`config.mk`:
```
export PLATFORM = sky130hd
export DESIGN_NAME = keypad_scan
export DESIGN_NICKNAME = d
export VERILOG_FILES = /design/src/rtl/keypad_scan.sv
export SDC_FILE = /design/constraint.sdc
export NUM_CORES = 1
export LEC_CHECK = 0
export ABC_AREA = 1
export ABC_CLOCK_PERIOD_IN_PS = 2140
export BUFFER_PORTS_ARGS = -buffer_cell sky130_fd_sc_hd__buf_2
export CAP_MARGIN = 0
export CORE_MARGIN = 3
export CORE_UTILIZATION = 57
export CTS_BUF_LIST = sky130_fd_sc_hd__clkbuf_8 sky130_fd_sc_hd__clkbuf_16
export DETAILED_ROUTE_END_ITERATION = 10
export PLACE_DENSITY = 0.85
export RECOVER_POWER = 25
export SETUP_SLACK_MARGIN = 0.05
export SKIP_CTS_REPAIR_TIMING = 1
export SLEW_MARGIN = 20
export SYNTH_ARGS = -nofsm -noshare
export SYNTH_HDL_FRONTEND = slang
export SYNTH_SLANG_ARGS = --single-unit
export TNS_END_PERCENT = 1
```
`constraint.sdc`:
```
create_clock -name clk -period 2.14 [get_ports clk]
set_input_delay 0.321 -clock clk [delete_from_list [all_inputs] [get_ports clk]]
set_output_delay 0.321 -clock clk [all_outputs]
set_load 0.05 [all_outputs]
```
`src/rtl/keypad_scan.sv`:
```
// 4x4 matrix keypad scanner: active-low row drive, synchronized column sampling,
// frame-based debounce FSM and a four-key hex history for the display.
module keypad_scan #(
    parameter int CLK_DIV  = 4,
    parameter int DEBOUNCE = 3
) (
    input  logic        clk,
    input  logic        reset_n,
    input  logic [3:0]  key_col,
    output logic [3:0]  key_row,
    output logic [3:0]  key_code,
    output logic        key_valid,
    output logic        key_down,
    output logic [15:0] key_buf
);

    localparam int PW = $clog2(CLK_DIV);

    typedef enum logic [1:0] {
        S_IDLE,
        S_PRESS_CHK,
        S_HELD,
        S_RELEASE_CHK
    } state_t;

    logic [3:0]    col_meta_reg;
    logic [3:0]    col_sync_reg;
    logic [PW-1:0] presc_reg;
    logic [1:0]    row_idx_reg;
    logic [3:0]    key_row_reg;
    logic          acc_hit_reg;
    logic [3:0]    acc_code_reg;

    state_t        state_reg, state_next;
    logic [3:0]    cand_reg, cand_next;
    logic [3:0]    cnt_reg, cnt_next;
    logic [3:0]    key_code_reg, key_code_next;
    logic          key_valid_reg, key_valid_next;
    logic          key_down_reg, key_down_next;
    logic [15:0]   key_buf_reg, key_buf_next;

    logic          tick;
    logic          frame_end;
    logic [3:0]    col_pressed;
    logic          row_hit;
    logic [1:0]    row_col;
    logic          frame_hit;
    logic [3:0]    frame_code;
    logic          cand_match;
    logic [3:0]    cnt_inc;

    always_ff @(posedge clk or negedge reset_n) begin
        if (!reset_n) begin
            col_meta_reg <= 4'hF;
            col_sync_reg <= 4'hF;
        end else begin
            col_meta_reg <= key_col;
            col_sync_reg <= col_meta_reg;
        end
    end

    assign tick      = (presc_reg == PW'(CLK_DIV - 1));
    assign frame_end = tick && (row_idx_reg == 2'd3);

    // key_row is held in its own register so the row lines never glitch on a decode.
    always_ff @(posedge clk or negedge reset_n) begin
        if (!reset_n) begin
            presc_reg   <= '0;
            row_idx_reg <= 2'd0;
            key_row_reg <= 4'b1110;
        end else if (tick) begin
            presc_reg   <= '0;
            row_idx_reg <= row_idx_reg + 2'd1;
            key_row_reg <= {key_row_reg[2:0], key_row_reg[3]};
        end else begin
            presc_reg   <= presc_reg + 1'b1;
        end
    end

    genvar gi;
    generate
        for (gi = 0; gi < 4; gi++) begin : g_col
            assign col_pressed[gi] = ~col_sync_reg[gi];
        end
    endgenerate

    always_comb begin
        row_col = 2'd0;
        for (int i = 3; i >= 0; i--) begin
            if (col_pressed[i]) begin
                row_col = 2'(i);
            end
        end
    end

    assign row_hit = |col_pressed;

    // Rows are visited in ascending order, so the first hit of a frame is its lowest code.
    assign frame_hit  = acc_hit_reg | row_hit;
    assign frame_code = acc_hit_reg ? acc_code_reg : {row_idx_reg, row_col};

    always_ff @(posedge clk or negedge reset_n) begin
        if (!reset_n) begin
            acc_hit_reg  <= 1'b0;
            acc_code_reg <= 4'd0;
        end else if (frame_end) begin
            acc_hit_reg  <= 1'b0;
            acc_code_reg <= 4'd0;
        end else if (tick) begin
            acc_hit_reg  <= frame_hit;
            acc_code_reg <= frame_code;
        end
    end

    always_ff @(posedge clk or negedge reset_n) begin
        if (!reset_n) begin
            state_reg     <= S_IDLE;
            cand_reg      <= 4'd0;
            cnt_reg       <= 4'd0;
            key_code_reg  <= 4'd0;
            key_valid_reg <= 1'b0;
            key_down_reg  <= 1'b0;
            key_buf_reg   <= 16'h0000;
        end else begin
            state_reg     <= state_next;
            cand_reg      <= cand_next;
            cnt_reg       <= cnt_next;
            key_code_reg  <= key_code_next;
            key_valid_reg <= key_valid_next;
            key_down_reg  <= key_down_next;
            key_buf_reg   <= key_buf_next;
        end
    end

    assign cand_match = frame_hit && (frame_code == cand_reg);
    assign cnt_inc    = cnt_reg + 4'd1;

    always_comb begin
        state_next     = state_reg;
        cand_next      = cand_reg;
        cnt_next       = cnt_reg;
        key_code_next  = key_code_reg;
        key_valid_next = 1'b0;
        key_down_next  = key_down_reg;
        key_buf_next   = key_buf_reg;
        if (frame_end) begin
            case (state_reg)
                S_IDLE: begin
                    if (frame_hit) begin
                        cand_next  = frame_code;
                        cnt_next   = 4'd1;
                        state_next = S_PRESS_CHK;
                    end
                end
                S_PRESS_CHK: begin
                    if (cand_match) begin
                        cnt_next = cnt_inc;
                        if (cnt_inc >= 4'(DEBOUNCE)) begin
                            state_next     = S_HELD;
                            key_code_next  = cand_reg;
                            key_valid_next = 1'b1;
                            key_down_next  = 1'b1;
                            key_buf_next   = {key_buf_reg[11:0], cand_reg};
                        end
                    end else if (frame_hit) begin
                        cand_next = frame_code;
                        cnt_next  = 4'd1;
                    end else begin
                        state_next = S_IDLE;
                    end
                end
                S_HELD: begin
                    // A different key while held is treated as release, never as a new press.
                    if (!cand_match) begin
                        cnt_next   = 4'd1;
                        state_next = S_RELEASE_CHK;
                    end
                end
                S_RELEASE_CHK: begin
                    if (cand_match) begin
                        state_next = S_HELD;
                    end else begin
                        cnt_next = cnt_inc;
                        if (cnt_inc >= 4'(DEBOUNCE)) begin
                            state_next    = S_IDLE;
                            key_down_next = 1'b0;
                        end
                    end
                end
                default: begin
                    state_next = S_IDLE;
                end
            endcase
        end
    end

    assign key_row   = key_row_reg;
    assign key_code  = key_code_reg;
    assign key_valid = key_valid_reg;
    assign key_down  = key_down_reg;
    assign key_buf   = key_buf_reg;

endmodule

```
; Word-level counts from Yosys, hierarchy flattened
; Cells that the tools add are included.
[op_classes]
addsub = 3
n_lt_le_gt_ge = 1
n_eq_ne = 16
mux = 35
n_bitwise = 5
n_reduce_logical = 12
[op_table]
columns = operator, n
row1 = $mux W4, 9
row2 = $mux W2, 12
row3 = $pmux W4 S4, 1
row4 = $ne A2 B2 Y1 const B, 7
row5 = $reduce_and A6 Y1, 2
row6 = $mux W1, 10
row7 = $ne A3 B3 Y1 const B, 3
row8 = $eq A2 B2 Y1 const B, 4
row9 = $pmux W2 S4, 1
row10 = $pmux W4 S2, 1
row11 = $reduce_and A3 Y1, 2
row12 = $reduce_bool A2 Y1, 3
row13 = $add A2 B1 Y2 const B, 2
row14 = $add A4 B1 Y4 const B, 1
row15 = $eq A4 B4 Y1, 1
row16 = $ge A4 B2 Y1 const B, 1
row17 = $not A1 Y1, 4
row18 = $reduce_and A4 Y1, 1
row19 = $reduce_or A4 Y1, 1
row20 = $eq A2 B1 Y1 const B, 1
row21 = $logic_and A1 B1 Y1, 2
row22 = $logic_not A2 Y1, 1
row23 = $pmux W1 S2, 1
row24 = $or A1 B1 Y1, 1
[totals]
reg_bits = 53
input_bits = 6
output_inout_bits = 26

; Logic depth before layout (Yosys ltp)
[depth]
depth_word = 10
mapped_depth = 15
depth_no_buf = 15

; Least setup slack after synthesis
; OpenSTA, ideal clock, no wires.
[synth_path]
kind = register to register
start = register col_sync_reg[0]
end = register key_buf_reg[5] (netlist: key_buf[5])
setup_ps = 118
arrival_time_ps = 1585
required_time_ps = 2022
setup_slack_ps = 436
stages_incl_launch_ff = 13
path_buffers = 1
path_cell_list = dfstp_2 nor2_1 nor2_2 nand2_1 nand2_1 nand2_1 nor2_4 nand2_4 clkinv_2 nand4_4 buf_6 o21ai_1 inv_1
[synth_via]
elab_chain_cells = 5
word_cells_on_any_way = 8
classes_between = eq/ne: 1 / mux: 2 / bitwise: 2 / reduce/logical: 3
[synth_lines]
columns = element, line
row1 = from (decl), 27  ; logic [3:0] col_sync_reg;
row2 = from (signal assigned), 58  ; col_sync_reg <= col_meta_reg;
row3 = $mux W2 / $not A1 Y1 (equally long branches), "90, 83"
row4 = $mux W4 / $reduce_or A4 Y1 (equally long branches), "100, 96"
row5 = $eq A4 B4 Y1 / $or A1 B1 Y1 (equally long branches), "135, 99"
row6 = $logic_and A1 B1 Y1 *, 135  ; assign cand_match = frame_hit && (frame_code == cand_reg);
row7 = $reduce_and A4 Y1 (no source line) *, -
row8 = to (signal assigned), 131  ; key_buf_reg <= key_buf_next;
row9 = to (decl), 40  ; logic [15:0] key_buf_reg, key_buf_next;
; Every way passes the cells marked *; elsewhere a longest branch is shown, timed or not.
; A chain may end at the register's enable or synchronous reset.

; Worst setup path after layout
[layout_path]
start = register col_sync_reg[2]
end = register key_buf_reg[8] (netlist: key_buf[8])
[layout_via]
elab_chain_cells = 7
word_cells_on_any_way = 10
classes_between = eq/ne: 1 / mux: 4 / bitwise: 2 / reduce/logical: 3
[layout_lines]
columns = element, line
row1 = $mux W2 (3 in series), 90  ; if (col_pressed[i]) begin
row2 = $mux W4, 100  ; assign frame_code = acc_hit_reg ? acc_code_reg : {row_idx_reg, row_col};
row3 = $eq A4 B4 Y1, 135
row4 = $logic_and A1 B1 Y1 *, 135
row5 = $reduce_and A4 Y1 (no source line) *, -
; Marked as above.

==> flow_summary.toml <==
[power]
clock_power_share = 0.236
internal_power_mw = 1.47
max-vdd-ir-drop_mv = 0.595
p_sw_mw = 0.962
powerDensity_nw_per_um2 = 908
comb_power_share = 0.301
finalPower_mw = 2.43
seq_power_share = 0.462
power_leakage_nw = 1.61
switching_share = 0.396

[clock_network]
cts_buffer_depth = 2
cts_num_sinks = 49
clkTransAtPathRegs_ns = 0.09
cts_made_buffers = 5
clock_latency_ns = 0.31
cts_htree_levels = 2
clockRootBuffer = "clkbuf_8"
cts_tree = "built"

[yosys]
synth_area_um2 = 2380
yosysWarningCount = 0
synth_cell_type_count = 26
synth_most_common_cell = "nand2_1"
ys_seq_area_frac = 0.520
synthTopCellsByArea = "dfrtp_1, nand2_1, dfstp_2, inv_1, o21ai_0"
syn_nets = 304
yosysTopAreaCellShare = 0.399
syn_inst = 294
ys.flop_type = "dfrtp_1"
yosys-top-cells-count = "nand2_1, inv_1, dfrtp_1, o21ai_0, o21ai_1"
synth-edff-count = 0
synth.avg_cell_area_um2 = 8.11
async_flop_share = 1.00
ys_ff_latch = 49
yosys.area.top_type = "dfrtp_1"

[layout]
largest_register_ff_count = 13
area_growth_pct = 12.3
final_nets = 340
final_cell_area_um2 = 2680
diodes = 0
fillers = 306
drive_gt1_frac = 0.196

[die]
rows = 22
io_pins = 32
die_w_um = 70.7
die_h_um = 70.7
die_area_um2 = 4990
start_util = 0.619
coreArea_um2 = 3850

[worst_setup_path]
cp_cell_sequence = "nand2_1, nor2_1, nand2_1, nand3_2, nor2_4, nand2_4, clkinv_2, nand4_4, buf_6, nand2_1, o21ai_1, inv_1"
worstSetupStartpointType = "flip-flop"
crit_top_cell = "nand2_1"
crit_path_start = "col_sync_reg[2]"
path_buf_inv = 3
path_class = "reg2reg"
worst_ep_required_time_ns = 2.33
worst-path-stages = 12
cpLargestDelayFamily = "simple AND/OR/NAND/NOR gates"
r2r-end = "key_buf[8]"
r2r_cells = 12
timing.rr.start = "col_sync_reg[2]"
end_kind = "flip-flop"
crit_fanout = 32
cpPeakStageDelay_ns = 0.54
cpMaxStageDelayCell = "dfstp_2"
cp.arrival_ns = 2.12
critPathCapture = "key_buf[8]"
reg2reg_slack_ns = 0.22

[placement]
gp_congestion = 0.884
io_buffer_count = 31
place_area_um2 = 2570
hpwl_um = 3130
place_ws_ns = 0.193

[hold_path]
min-delay-path-class = "in2reg"

[global_routing]
track_usage = 0.183
grt_pass1_vias = 1740
antenna_found_initial = 0
grt_max_degree = 33
grt.overflow.total = 0
grt_pass1_wl_um = 7440

[timing]
drv_slew = 0
fin_tns_setup_ns = 0
fmax_ghz = 0.520
setup_viol = 0
finalHoldViolations = 0
worst_pin_slew_ns = 1.15
fin_skew_ns = 0.0169
finalCriticalPeriod_ns = 1.92
fin_ws_ns = 0.219
rsz0062_at_grt = "true"
period_share = 0.898
slew_headroom = 0.230

[routing]
ant_nets = 0
drc = 0
firstDrtPassIters = 4
drtIter0Drc = 164
vias_per_cell = 5.02
avgRoutedWirePerCell_um = 11.2
wl_um = 4250
num_vias = 1904

[run]
drv_cap = 0

[outcome]
status = "finished clean"
[layout by cell type, fill, tap and decap left out, types with 3 or more instances in the layout]
cell type  count
inv_1         58
nor2_1        13
ha_1           4
o22ai_1        3
nand4_1        3
buf_2         30
dfrtp_1       38
nand3_1       12
dfstp_2       11
clkbuf_8       5
nand2_1       91
buf_4          4
o21ai_0       18
o21ai_1       17
[power by group through the flow]
stage,Combinational (mW),Sequential (mW),Clock (mW)
2_1_floorplan,0.424,1.28,0
3_3_place_gp,0.714,1.14,0
3_5_place_dp,0.730,1.14,0
4_1_cts,0.734,1.12,0.593
5_1_grt,0.811,1.14,0.640
6_report,0.732,1.12,0.575
[worst reg2reg max path: cells and delay by family, from the launching register on]
kind	cells	cell delay (ns)
buf+inv	3	0.39
simple gates	8	0.80
flops	1	0.54
compound gates	1	0.10
[logic make-up (layout without fill, tap and decap cells)]
kind of cell	Yosys count	in the layout	share of synthesized area
and+or+nand+nor	128	128	0.236
buffers and inverters	71	108	0.129
DFF	49	49	0.520
AOI/OAI and AO/OA	40	40	0.0866
adders and majority gates	4	4	0.0210
xor gates and xnor gates	2	2	0.00735
[stage by stage]
step	std cells	utilization	hold slack [ns]
3_3_place_gp	370	0.667	0.308
6_report	379	0.694	0.107
3_5_place_dp	370	0.667	0.313
5_1_grt	379	0.694	0.0895
2_1_floorplan	294	-	0.0254
4_1_cts	378	0.692	-0.0335
[how the worst min path moves through the flow]
stage / end / from / slack (ns) / cells after the start
5_1_grt: col_meta_reg[1] / key_col[1] / 0.09 / 1
2_1_floorplan: asynchronous set/reset pin / reset_n / 0.03 / 0
4_1_cts: key_buf[10] / reset_n / -0.03 / 1
3_5_place_dp: key_buf[10] / reset_n / 0.31 / 1
3_3_place_gp: key_buf[10] / reset_n / 0.31 / 1
6_report: col_meta_reg[0] / key_col[0] / 0.11 / 1
[routing by layer]
metal | routed length, um | up-vias | GRT usage
met3 | 233 | 14 | 0.0426
met2 | 2020 | 49 | 0.290
met1 | 1890 | 871 | 0.239
met5 | 0 | - | 0
li1 | - | 970 | -
met4 | 104 | 0 | 0.0856
[area by class of cell]
cell class              count  area [um2]  share of cell area
flip-flops and latches     49        1240               0.463
clock buffers               5        68.8              0.0257
clock inverters             3        28.8              0.0108
repair buffers             38         209              0.0781
multi-input cells         174         836               0.312
well taps                  48        60.1              0.0224
inverters                  62         234              0.0874
(Power assumes the default switching activity.)
